`config.mk`:
```
export PLATFORM = sky130hd
export DESIGN_NAME = mem_port_arbiter
export DESIGN_NICKNAME = d
export VERILOG_FILES = /design/src/rtl/mem_port_arbiter.sv
export SDC_FILE = /design/constraint.sdc
export NUM_CORES = 1
export LEC_CHECK = 0
export CAP_MARGIN = 20
export CORE_AREA = 5 5 100 102
export DETAILED_ROUTE_END_ITERATION = 12
export DIE_AREA = 0 0 105 107
export GPL_TIMING_DRIVEN = 0
export PLACE_DENSITY = 0.87
export SLEW_MARGIN = 15
export SYNTH_ARGS = -nofsm -noshare
export SYNTH_HDL_FRONTEND = slang
export SYNTH_SLANG_ARGS = --single-unit
```
`constraint.sdc`:
```
create_clock -name clk -period 3.4 [get_ports clk]
set_clock_uncertainty 0.2 [all_clocks]
set_input_delay 0.51 -clock clk [delete_from_list [all_inputs] [get_ports clk]]
set_output_delay 0.51 -clock clk [all_outputs]
set_load 0.03 [all_outputs]
```
`src/rtl/mem_port_arbiter.sv`:
```
// mem_port_arbiter
//   Shares one external memory port between the I-cache refill path and the
//   D-cache refill/write-back path. One requester owns the port for a whole
//   cache-line burst of BEATS words; under contention ownership alternates.
//
//   Optional build macro: MEM_ARB_TIMEOUT_EN
//     defined   -> per-beat wait counter aborts a stalled burst with a
//                  one-cycle err pulse after TIMEOUT_CYCLES cycles.
//     undefined -> err tied low, a burst waits indefinitely for mem_ready.
//
//   state   | meaning
//   --------+--------------------------------------------------------------
//   IDLE    | port free; arbitrate i_req/d_req, latch base address and we
//   BUSY    | burst in flight for owner; one beat per mem_ready

module mem_port_arbiter #(
  parameter int LINE_BYTES     = 32,
  parameter int ADDR_W         = 32,
  parameter int TIMEOUT_CYCLES = 1024
) (
  input  logic              clk,
  input  logic              reset,
  input  logic              i_req,
  input  logic [ADDR_W-1:0] i_addr,
  output logic              i_ack,
  output logic              i_last,
  output logic [31:0]       i_rdata,
  input  logic              d_req,
  input  logic              d_we,
  input  logic [ADDR_W-1:0] d_addr,
  input  logic [31:0]       d_wdata,
  output logic              d_ack,
  output logic              d_last,
  output logic [31:0]       d_rdata,
  output logic              mem_req,
  output logic              mem_we,
  output logic [ADDR_W-1:0] mem_addr,
  output logic [31:0]       mem_wdata,
  input  logic [31:0]       mem_rdata,
  input  logic              mem_ready,
  output logic              err
);

  localparam int BEATS  = LINE_BYTES / 4;
  localparam int OFF_W  = $clog2(LINE_BYTES);
  localparam int BEAT_W = (BEATS > 1) ? $clog2(BEATS) : 1;

  localparam logic [BEAT_W-1:0] LAST_BEAT = BEAT_W'(BEATS - 1);
  localparam logic [ADDR_W-1:0] LINE_MASK = {{(ADDR_W-OFF_W){1'b1}}, {OFF_W{1'b0}}};

  localparam logic [0:0] ST_IDLE = 1'b0;
  localparam logic [0:0] ST_BUSY = 1'b1;

  localparam logic OWN_I = 1'b0;
  localparam logic OWN_D = 1'b1;

  logic [0:0]        state_q;
  logic              owner_q;
  logic              last_owner_q;
  logic [BEAT_W-1:0] beat_q;
  logic [ADDR_W-1:0] base_q;
  logic              we_q;

  logic busy;
  logic grant_i;
  logic grant_d;
  logic beat_done;
  logic burst_done;
  logic timeout_hit;

  assign busy = (state_q == ST_BUSY);

  // Tie goes to whichever side did not own the port last.
  assign grant_i = !busy && i_req && (!d_req || (last_owner_q == OWN_D));
  assign grant_d = !busy && d_req && (!i_req || (last_owner_q == OWN_I));

  assign beat_done  = busy && mem_ready;
  assign burst_done = beat_done && (beat_q == LAST_BEAT);

`ifdef MEM_ARB_TIMEOUT_EN
  localparam int TO_W = $clog2(TIMEOUT_CYCLES + 1);
  localparam logic [TO_W-1:0] TO_LOAD = TO_W'(TIMEOUT_CYCLES - 1);

  logic [TO_W-1:0] wait_q;

  // Down-counter over the cycles of the current beat; reloads on grant and on every mem_ready.
  always_ff @(posedge clk or posedge reset) begin
    if (reset) begin
      wait_q <= '0;
    end else if (grant_i || grant_d || beat_done) begin
      wait_q <= TO_LOAD;
    end else if (busy && (wait_q != '0)) begin
      wait_q <= wait_q - 1'b1;
    end
  end

  assign timeout_hit = busy && !mem_ready && (wait_q == '0);
  assign err         = timeout_hit;
`else
  assign timeout_hit = 1'b0;
  assign err         = 1'b0;
`endif

  // Arbitration, burst sequencing and ownership bookkeeping.
  always_ff @(posedge clk or posedge reset) begin
    if (reset) begin
      state_q      <= ST_IDLE;
      owner_q      <= OWN_I;
      last_owner_q <= OWN_D;
      beat_q       <= '0;
      base_q       <= '0;
      we_q         <= 1'b0;
    end else begin
      case (state_q)
        ST_IDLE: begin
          if (grant_i) begin
            state_q <= ST_BUSY;
            owner_q <= OWN_I;
            base_q  <= i_addr & LINE_MASK;
            we_q    <= 1'b0;
            beat_q  <= '0;
          end else if (grant_d) begin
            state_q <= ST_BUSY;
            owner_q <= OWN_D;
            base_q  <= d_addr & LINE_MASK;
            we_q    <= d_we;
            beat_q  <= '0;
          end
        end
        ST_BUSY: begin
          if (burst_done || timeout_hit) begin
            state_q      <= ST_IDLE;
            last_owner_q <= owner_q;
            beat_q       <= '0;
          end else if (beat_done) begin
            beat_q <= beat_q + 1'b1;
          end
        end
        default: begin
          state_q <= ST_IDLE;
          beat_q  <= '0;
        end
      endcase
    end
  end

  // Memory side is a pure decode of the registered burst state, so a reset
  // drops mem_req in the same cycle it is asserted.
  assign mem_req   = busy;
  assign mem_we    = busy && we_q;
  assign mem_addr  = busy ? (base_q + ADDR_W'({beat_q, 2'b00})) : '0;
  assign mem_wdata = (busy && (owner_q == OWN_D)) ? d_wdata : 32'h0;

  assign i_ack  = beat_done && (owner_q == OWN_I);
  assign d_ack  = beat_done && (owner_q == OWN_D);
  assign i_last = i_ack && (beat_q == LAST_BEAT);
  assign d_last = d_ack && (beat_q == LAST_BEAT);

  assign i_rdata = mem_rdata;
  assign d_rdata = mem_rdata;

endmodule

```
Word level (Yosys, flattened, before mapping)

Cells that the tools add are included.
Widths: inputs -> output; s select.

Register bits after elaboration: 39
Word-level logic and storage cells: 52
Input port bits: 134

Bitwise operators: 3
Reductions and logical operators: 21
Equality and inequality tests: 3
Add/sub/neg operators: 2
Mux-type cells: 17

Operators with widths:

| kind                | number |
|---|---|
| $mux 32             | 4 |
| $add 32x5->32       | 1 |
| $logic_and 1x1->1   | 12 |
| $mux 3              | 4 |
| $mux 1              | 7 |
| $pmux 3 s2          | 1 |
| $reduce_and 2->1    | 3 |
| $add 3x1->3 const B | 1 |
| $eq 3x3->1 const B  | 1 |
| $logic_not 1->1     | 3 |
| $ne 3x1->1 const B  | 1 |
| $ne 3x3->1 const B  | 1 |
| $not 1->1           | 3 |
| $logic_or 1x1->1    | 2 |
| $pmux 1 s2          | 1 |
| $reduce_bool 2->1   | 1 |

Depth between registers and ports, before layout

Gate-level depths: netlist (run 1).

Word-level depth: 6
Depth in mapped cells: 5
Depth with buffers taken out: 5

Worst setup path before layout (run 1)

No wires, ideal clock.

Path type: reg-to-output
Start: reg state_q, in the netlist mem_req
End: out d_last
Arrival time: 1.471 ns
Stages on the path, launching flop included: 4
Path slack: 1.219 ns
Required time: 2.690 ns
Cells stage by stage: dfrtp_1 -> clkbuf_1 -> nand3_1 -> nor2_1

Longest elaborated chain between the ends: 3

Ends and longest elaborated chain:

| item                   | line | text |
|---|---|---|
| start, declared        | 57   | `logic [0:0] state_q;` |
| start signal, assigned | 107  | `state_q <= ST_IDLE;` |
| start signal, assigned | 117  | `state_q <= ST_BUSY;` |
| start signal, assigned | 123  | `state_q <= ST_BUSY;` |
| $logic_and 1x1->1      | 77   | `assign beat_done = busy && mem_ready;` |
| $logic_and 1x1->1      | 155  | `assign d_ack = beat_done && (owner_q == OWN_D);` |
| $logic_and 1x1->1      | 157  | `assign d_last = d_ack && (beat_q == LAST_BEAT);` |
| end, declared          | 33   | `output logic d_last,` |

Every way passes these cells.

Final worst setup path (run 1)

Start: reg state_q, in the netlist mem_req
End: out mem_addr[17]

Longest elaborated chain between the ends: 1

Ends and longest elaborated chain:

| item          | line | text |
|---|---|---|
| $mux 32       | 151  | `assign mem_addr = busy ? (base_q + ADDR_W'({beat_q, 2'b00})) : '0;` |
| end, declared | 37   | `output logic [ADDR_W-1:0] mem_addr,` |

Every way passes these cells.

==> run metrics, run 1 <==
Seq/Total Area, Yosys=0.313; Die ar.=11200 sq um; DIE HEIGHT=107 um; # hold bufs at CTS=0; vias per inst=4.71; worst-path fanout max=10; Root Driver=clkbuf_8; run status=complete, no violations; Pleak=2.20 nW; DR WL/cell=15.9 um; combinational share of power=0.699; cts repair resizes=0; Final min period=3.13 ns; dpl cells=665; kind of critical path=reg2out; Post-Syn Area=2720 sq um; CTS tree=done; Max clock buf depth=2; Final Hold Viols=0; placer congestion estimate=0.738; Syn Inst Count=329; Worst EP required=2.69 ns; WL final=10700 um; Worst-path clk slew=0.07 ns; core area=9020 sq um; Setup WS pre-CTS=0.540 ns; max_cap viols=0; final period utilization=0.921; Die Wd=105 um; Hold Crit Class=reg2reg; IR drop worst, VDD=0.260 mV; via count=3171; Diodes inserted=0; fin nets=697; final cell count without fillers=673; Antenna Violating Nets Remaining=0; # IOs=269; Clock Sinks=34; RSZ-0062 raised after global routing=no; GR Overflow Total=0; number of CTS-inserted buffers=5; Pint=1.85 mW; row cnt=35; Mean Syn Cell Area=8.28 sq um; Synth Register Bits=34; 1st-pass router iterations=4; clock power share=0.089; post-DP HPWL=9050 um; Syn. warnings=0; layout cells sized above 1=0.157; Least-Margin Pin Slew=0.728 ns; pin count of the biggest net entering global routing=35; CP Launch Type=flip-flop; worst skew pair latency=0.27 ns; Fin Hold WS=0.308 ns; CP endpoint kind=output pin; Initial Utilization=0.302; global-route wire length before repair=16400 um; Yosys cell types=29; Layout area overhead=90.7%; Psw=1.59 mW; max-slew violations=0; Critical Path AT=2.42 ns; Slew headroom=0.514; setup violators final=0; Fmax=319 MHz; Net Sw Frac=0.463; antenna violations before repair=0; drc violations=0; Flop pwr share=0.213; PortBufs=223; postcts setup bufs=0; Starting DRT DRC Count=95; vias in the first global route=3247; global-route usage over all layers=0.177; Final TNS setup=0 ns; htree depth=2; final worst slack=0.270 ns; Power Dens Cells=663 nW/um^2
## area by class of cell
type                    count  area [sq um]
clock inverters             1          5.00
flip-flops and latches     34           852
clock buffers               7          86.3
fillers                   799          3830
inverters                   2          7.51
plain buffers              95           651
multi-input cells         200          1220
well taps                 111           139
repair buffers            223          2230
## cells in the final DEF (no fill, tap or decap)
| cell | instances |
|---|---|
| clkdlybuf4s50_1 | 223 |
| buf_4 | 69 |
| and3_1 | 33 |
| dfrtp_1 | 33 |
| and2_1 | 31 |
| nor2_1 | 30 |
| or3b_1 | 27 |
| a31oi_1 | 27 |
| clkbuf_1 | 19 |
| o21ai_1 | 16 |
| o21ai_0 | 13 |
| clkbuf_8 | 6 |
| buf_6 | 4 |
| nand2b_1 | 3 |
| nand3_1 | 3 |
| conb_1 | 3 |
| buf_2 | 2 |
| nor2b_1 | 2 |
| clkbuf_2 | 2 |
| nand2_1 | 2 |
| ha_1 | 2 |
| o21ba_2 | 1 |
| o21bai_1 | 1 |
| a32o_1 | 1 |
| inv_1 | 1 |
| a21o_1 | 1 |
| o22a_1 | 1 |
| o31a_1 | 1 |
| inv_2 | 1 |
| nor3_1 | 1 |
| a31o_2 | 1 |
| clkinv_2 | 1 |
| dfstp_2 | 1 |
## final timing paths
kind,cells after the start,from,end,slack [ns]
max,4,mem_req$_DFF_PP0_,mem_addr[17],0.27
min,1,we_q$_DFFE_PP0P_,we_q$_DFFE_PP0P_,0.31
max reg2reg,5,mem_req$_DFF_PP0_,base_q[13]$_DFFE_PP0P_,1.48
min reg2reg,1,we_q$_DFFE_PP0P_,we_q$_DFFE_PP0P_,0.31
max in group asynchronous,2,reset,base_q[18]$_DFFE_PP0P_,2.06
min in group asynchronous,2,reset,base_q[23]$_DFFE_PP0P_,0.48
## state kept, by name (all words and copies together) (netlist names)
signal and flops:
last_owner_q 1, base_q 27, beat_q 3, owner_q 1, mem_req 1, we_q 1
## routing by layer
metal,global-route usage,share of wire,wire [um],vias up
li1,-,-,-,1530
met1,0.210,0.39,4170,1509
met2,0.327,0.54,5840,125
met3,0.0397,0.062,663,7
met4,0.0329,0.0051,55,0
met5,0,0,0,-
## through the flow
| step | instance area [sq um] | power, mW | utilization |
|---|---|---|---|
| 4_1_cts | 5190 | 3.47 | 0.576 |
| 3_5_place_dp | 5100 | 3.16 | 0.565 |
| 5_1_grt | 5190 | 3.64 | 0.576 |
| 6_report | 5190 | 3.44 | 0.576 |
| 2_1_floorplan | 2730 | 2.13 | - |
| 3_3_place_gp | 5100 | 3.10 | 0.565 |
## worst max-delay path: stages (launching register included)
cell	delay (ns)
dfrtp_1	0.49
clkbuf_1	0.38
clkbuf_1	0.39
and2_1	0.20
clkdlybuf4s50_1	0.69
## kinds of logic after synthesis
group           Yosys count  synth area share
other cells               1           0.00138
compound gates           63             0.138
simple gates            132             0.297
flops                    34             0.313
fa+ha+maj                 2           0.00919
buf+inv                  97             0.242
## synthesized netlist by cell type
cell      instances  area, sq um
dfrtp_1          33          826
inv_1             2         7.51
nand2b_1          3         18.8
buf_6             4         45.0
nor2_1           30          113
a32o_1            1         10.0
and2_1           31          194
buf_4            69          518
nand3_1           3         15.0
o22a_1            1         8.76
o21bai_1          1         7.51
nor3_1            1         5.00
conb_1            1         3.75
a31oi_1          27          169
a31o_2            1         8.76
dfstp_2           1         26.3
clkbuf_2          2         10.0
and3_1           33          206
a21o_1            1         7.51
clkbuf_1         18         67.6
nor2b_1           2         12.5
o21ai_0          13         65.1
o21ba_2           1         10.0
buf_2             2         10.0
o21ai_1          16         80.1
nand2_1           2         7.51
or3b_1           27          236
ha_1              2         25.0
o31a_1            1         8.76
## power by group through the flow
| stage | clock network [mW] | logic [mW] | registers [mW] |
|---|---|---|---|
| floorplan | 0 | 1.43 | 0.694 |
| global placement | 0 | 2.37 | 0.726 |
| detailed placement | 0 | 2.42 | 0.737 |
| CTS | 0.316 | 2.42 | 0.730 |
| global route | 0.337 | 2.54 | 0.756 |
| finish | 0.305 | 2.40 | 0.731 |
Note: power is estimated with default switching activity, not from simulation.
==> inputs of run 2 (changes only) <==
Settings changed: ABC_AREA set to 1, CORE_AREA 5 5 100 102 to 5 5 102 104, DIE_AREA 0 0 105 107 to 0 0 107 109, PLACE_DENSITY 0.87 to 0.86.
==> run metrics, run 2 <==
run status=complete, no violations; Worst EP required=2.69 ns; placer congestion estimate=0.820; Reg2Reg Depth=6; PortBufs=223; most common cell after layout, fill and taps aside=clkdlybuf4s50_1; setup violators final=0; via count=3395; postcts setup bufs=0; vias per inst=4.14; worst skew pair latency=0.28 ns; max reg flops=27; Initial Utilization=0.308; Final TNS setup=0 ns; antenna violations before repair=0; core area=9460 sq um; Cells on Worst Hold Path=2; cts repair resizes=0; 1st-pass router iterations=4; CP Launch Type=flip-flop; Root Driver=clkbuf_8; metal2 WL=5840 um; GR Overflow Total=0; prevailing post-synth register cell=dfrtp_1; fin nets=841; Post-Syn Area=2920 sq um; share of the synthesized area in the top cell type=0.283; Clock Sinks=34; max_cap viols=0; Layout area overhead=86.6%; Mean Syn Cell Area=6.17 sq um; Critical Path AT=2.13 ns; global-route usage over all layers=0.187; largest registers=base_q (27), beat_q (3); post-DP HPWL=9600 um; # fillers=903; worst-path fanout max=10; Die Wd=107 um; DR WL/cell=13.8 um; Power Dens Cells=709 nW/um^2; Starting DRT DRC Count=170; final period utilization=0.834; Final Hold Viols=0; worst hold endpoint=base_q[12]$_DFFE_PP0P_; Pleak=3.05 nW; kind of critical path=reg2out; Die ar.=11700 sq um; most frequent cell after synthesis=nand2_1; pin count of the biggest net entering global routing=35; met3 wire len=893 um; leading area contributor after synthesis=dfrtp_1; CTS tree=done; Post-synth EDFFs=0; vias in the first global route=3178; Synth area leaders=dfrtp_1 (28%), buf_4 (18%), nand2_1 (16%); DIE HEIGHT=109 um; Area after DPL=5300 sq um; CP endpoint kind=output pin; Fmax=353 MHz; worst flop-to-flop path startpoint=last_owner_q$_DFFE_PP1P_; Final Cell Area=5440 sq um; Seq/Total Area, Yosys=0.292; Highest Signal Layer=met4; layout cells sized above 1=0.139; Diodes inserted=0; Top reg by flops=base_q; htree depth=2; met1 WL=4280 um; Worst-path clk slew=0.07 ns; drc violations=0; Antenna Violating Nets Remaining=0; WL final=11300 um; Slew headroom=0.503; Least-Margin Pin Slew=0.745 ns; Synth top cells by count=nand2_1 (123), inv_1 (122), buf_4 (70); number of CTS-inserted buffers=5; Hold Crit Class=reg2reg; RSZ-0062 raised after global routing=no; # IOs=269; global-route wire length before repair=17100 um; IR drop worst, VDD=0.422 mV; R2R setup slack=1.75 ns; Hold Path Origin=base_q[12]$_DFFE_PP0P_; row cnt=36; Final min period=2.84 ns; Yosys cell types=19; Max clock buf depth=2; Synth Register Bits=34; Syn. warnings=0; max-slew violations=0; most frequent cells in the layout=clkdlybuf4s50_1 (223), nand2_1 (123), inv_1 (121), buf_4 (70), nand3_1 (58); Syn Inst Count=473; fraction of registers with async set/reset=1.00; Worst R2R End=base_q[14]$_DFFE_PP0P_; # hold bufs at CTS=0
==> run 2: metrics by stage <==
step / cells / setup slack, ns / util / power, mW / hold WS [ns]
6_report: 820 / 0.564 / 0.575 / 3.86 / 0.278
5_1_grt: 820 / 0.391 / 0.575 / 4.13 / 0.301
4_1_cts: 820 / 0.535 / 0.575 / 3.91 / 0.284
3_5_place_dp: 812 / 0.652 / 0.560 / 3.43 / 0.265
3_3_place_gp: 812 / 0.656 / 0.560 / 3.39 / 0.261
2_1_floorplan: 475 / 1.26 / - / 2.31 / 0.249
==> run 2: per-layer routing <==
layer	GRT usage	up-vias
met5	0	-
met4	0.0621	0
met3	0.0450	18
met2	0.334	139
met1	0.220	1494
li1	-	1744
==> run 2: how the worst max path moves through the flow <==
stage                       from       endpoint  slack [ns]
2_1_floorplan  mem_req$_DFF_PP0_  mem_wdata[10]        1.26
3_3_place_gp           mem_ready         i_last        0.66
3_5_place_dp           mem_ready         i_last        0.65
4_1_cts        mem_req$_DFF_PP0_    mem_addr[3]        0.54
5_1_grt        mem_req$_DFF_PP0_    mem_addr[2]        0.39
6_report       mem_req$_DFF_PP0_    mem_addr[3]        0.56
==> run 2: layout make-up <==
| type | count | area (sq um) | area share |
|---|---|---|---|
| Tap cell | 114 | 143 | 0.0262 |
| Inverter | 124 | 465 | 0.0855 |
| Timing Repair Buffer | 223 | 2230 | 0.410 |
| Clock inverter | 2 | 60.1 | 0.0110 |
| Clock buffer | 6 | 82.6 | 0.0152 |
| Multi-Input combinational cell | 232 | 997 | 0.183 |
| Sequential cell | 34 | 852 | 0.157 |
| Buffer | 85 | 609 | 0.112 |
==> run 2: critical path, stage by stage, from the launching register on <==
cell and delay (ns):
dfrtp_1 0.34, buf_4 0.20, buf_1 0.44, nand2_1 0.12
inv_1 0.08, clkdlybuf4s50_1 0.67
==> run 2: cell families after synthesis <==
logic type / synth area share
buf+inv: 0.369
other cells: 0.00129
simple gates: 0.320
compound gates: 0.00987
flops: 0.292
fa+ha+maj: 0.00858
==> run 2: power by group <==
group	total [mW]	internal [mW]	switching (mW)	leakage, nW
Combinational	2.68	1.06	1.62	2.56
Sequential	0.714	0.607	0.107	0.416
Clock	0.466	0.313	0.153	0.0714
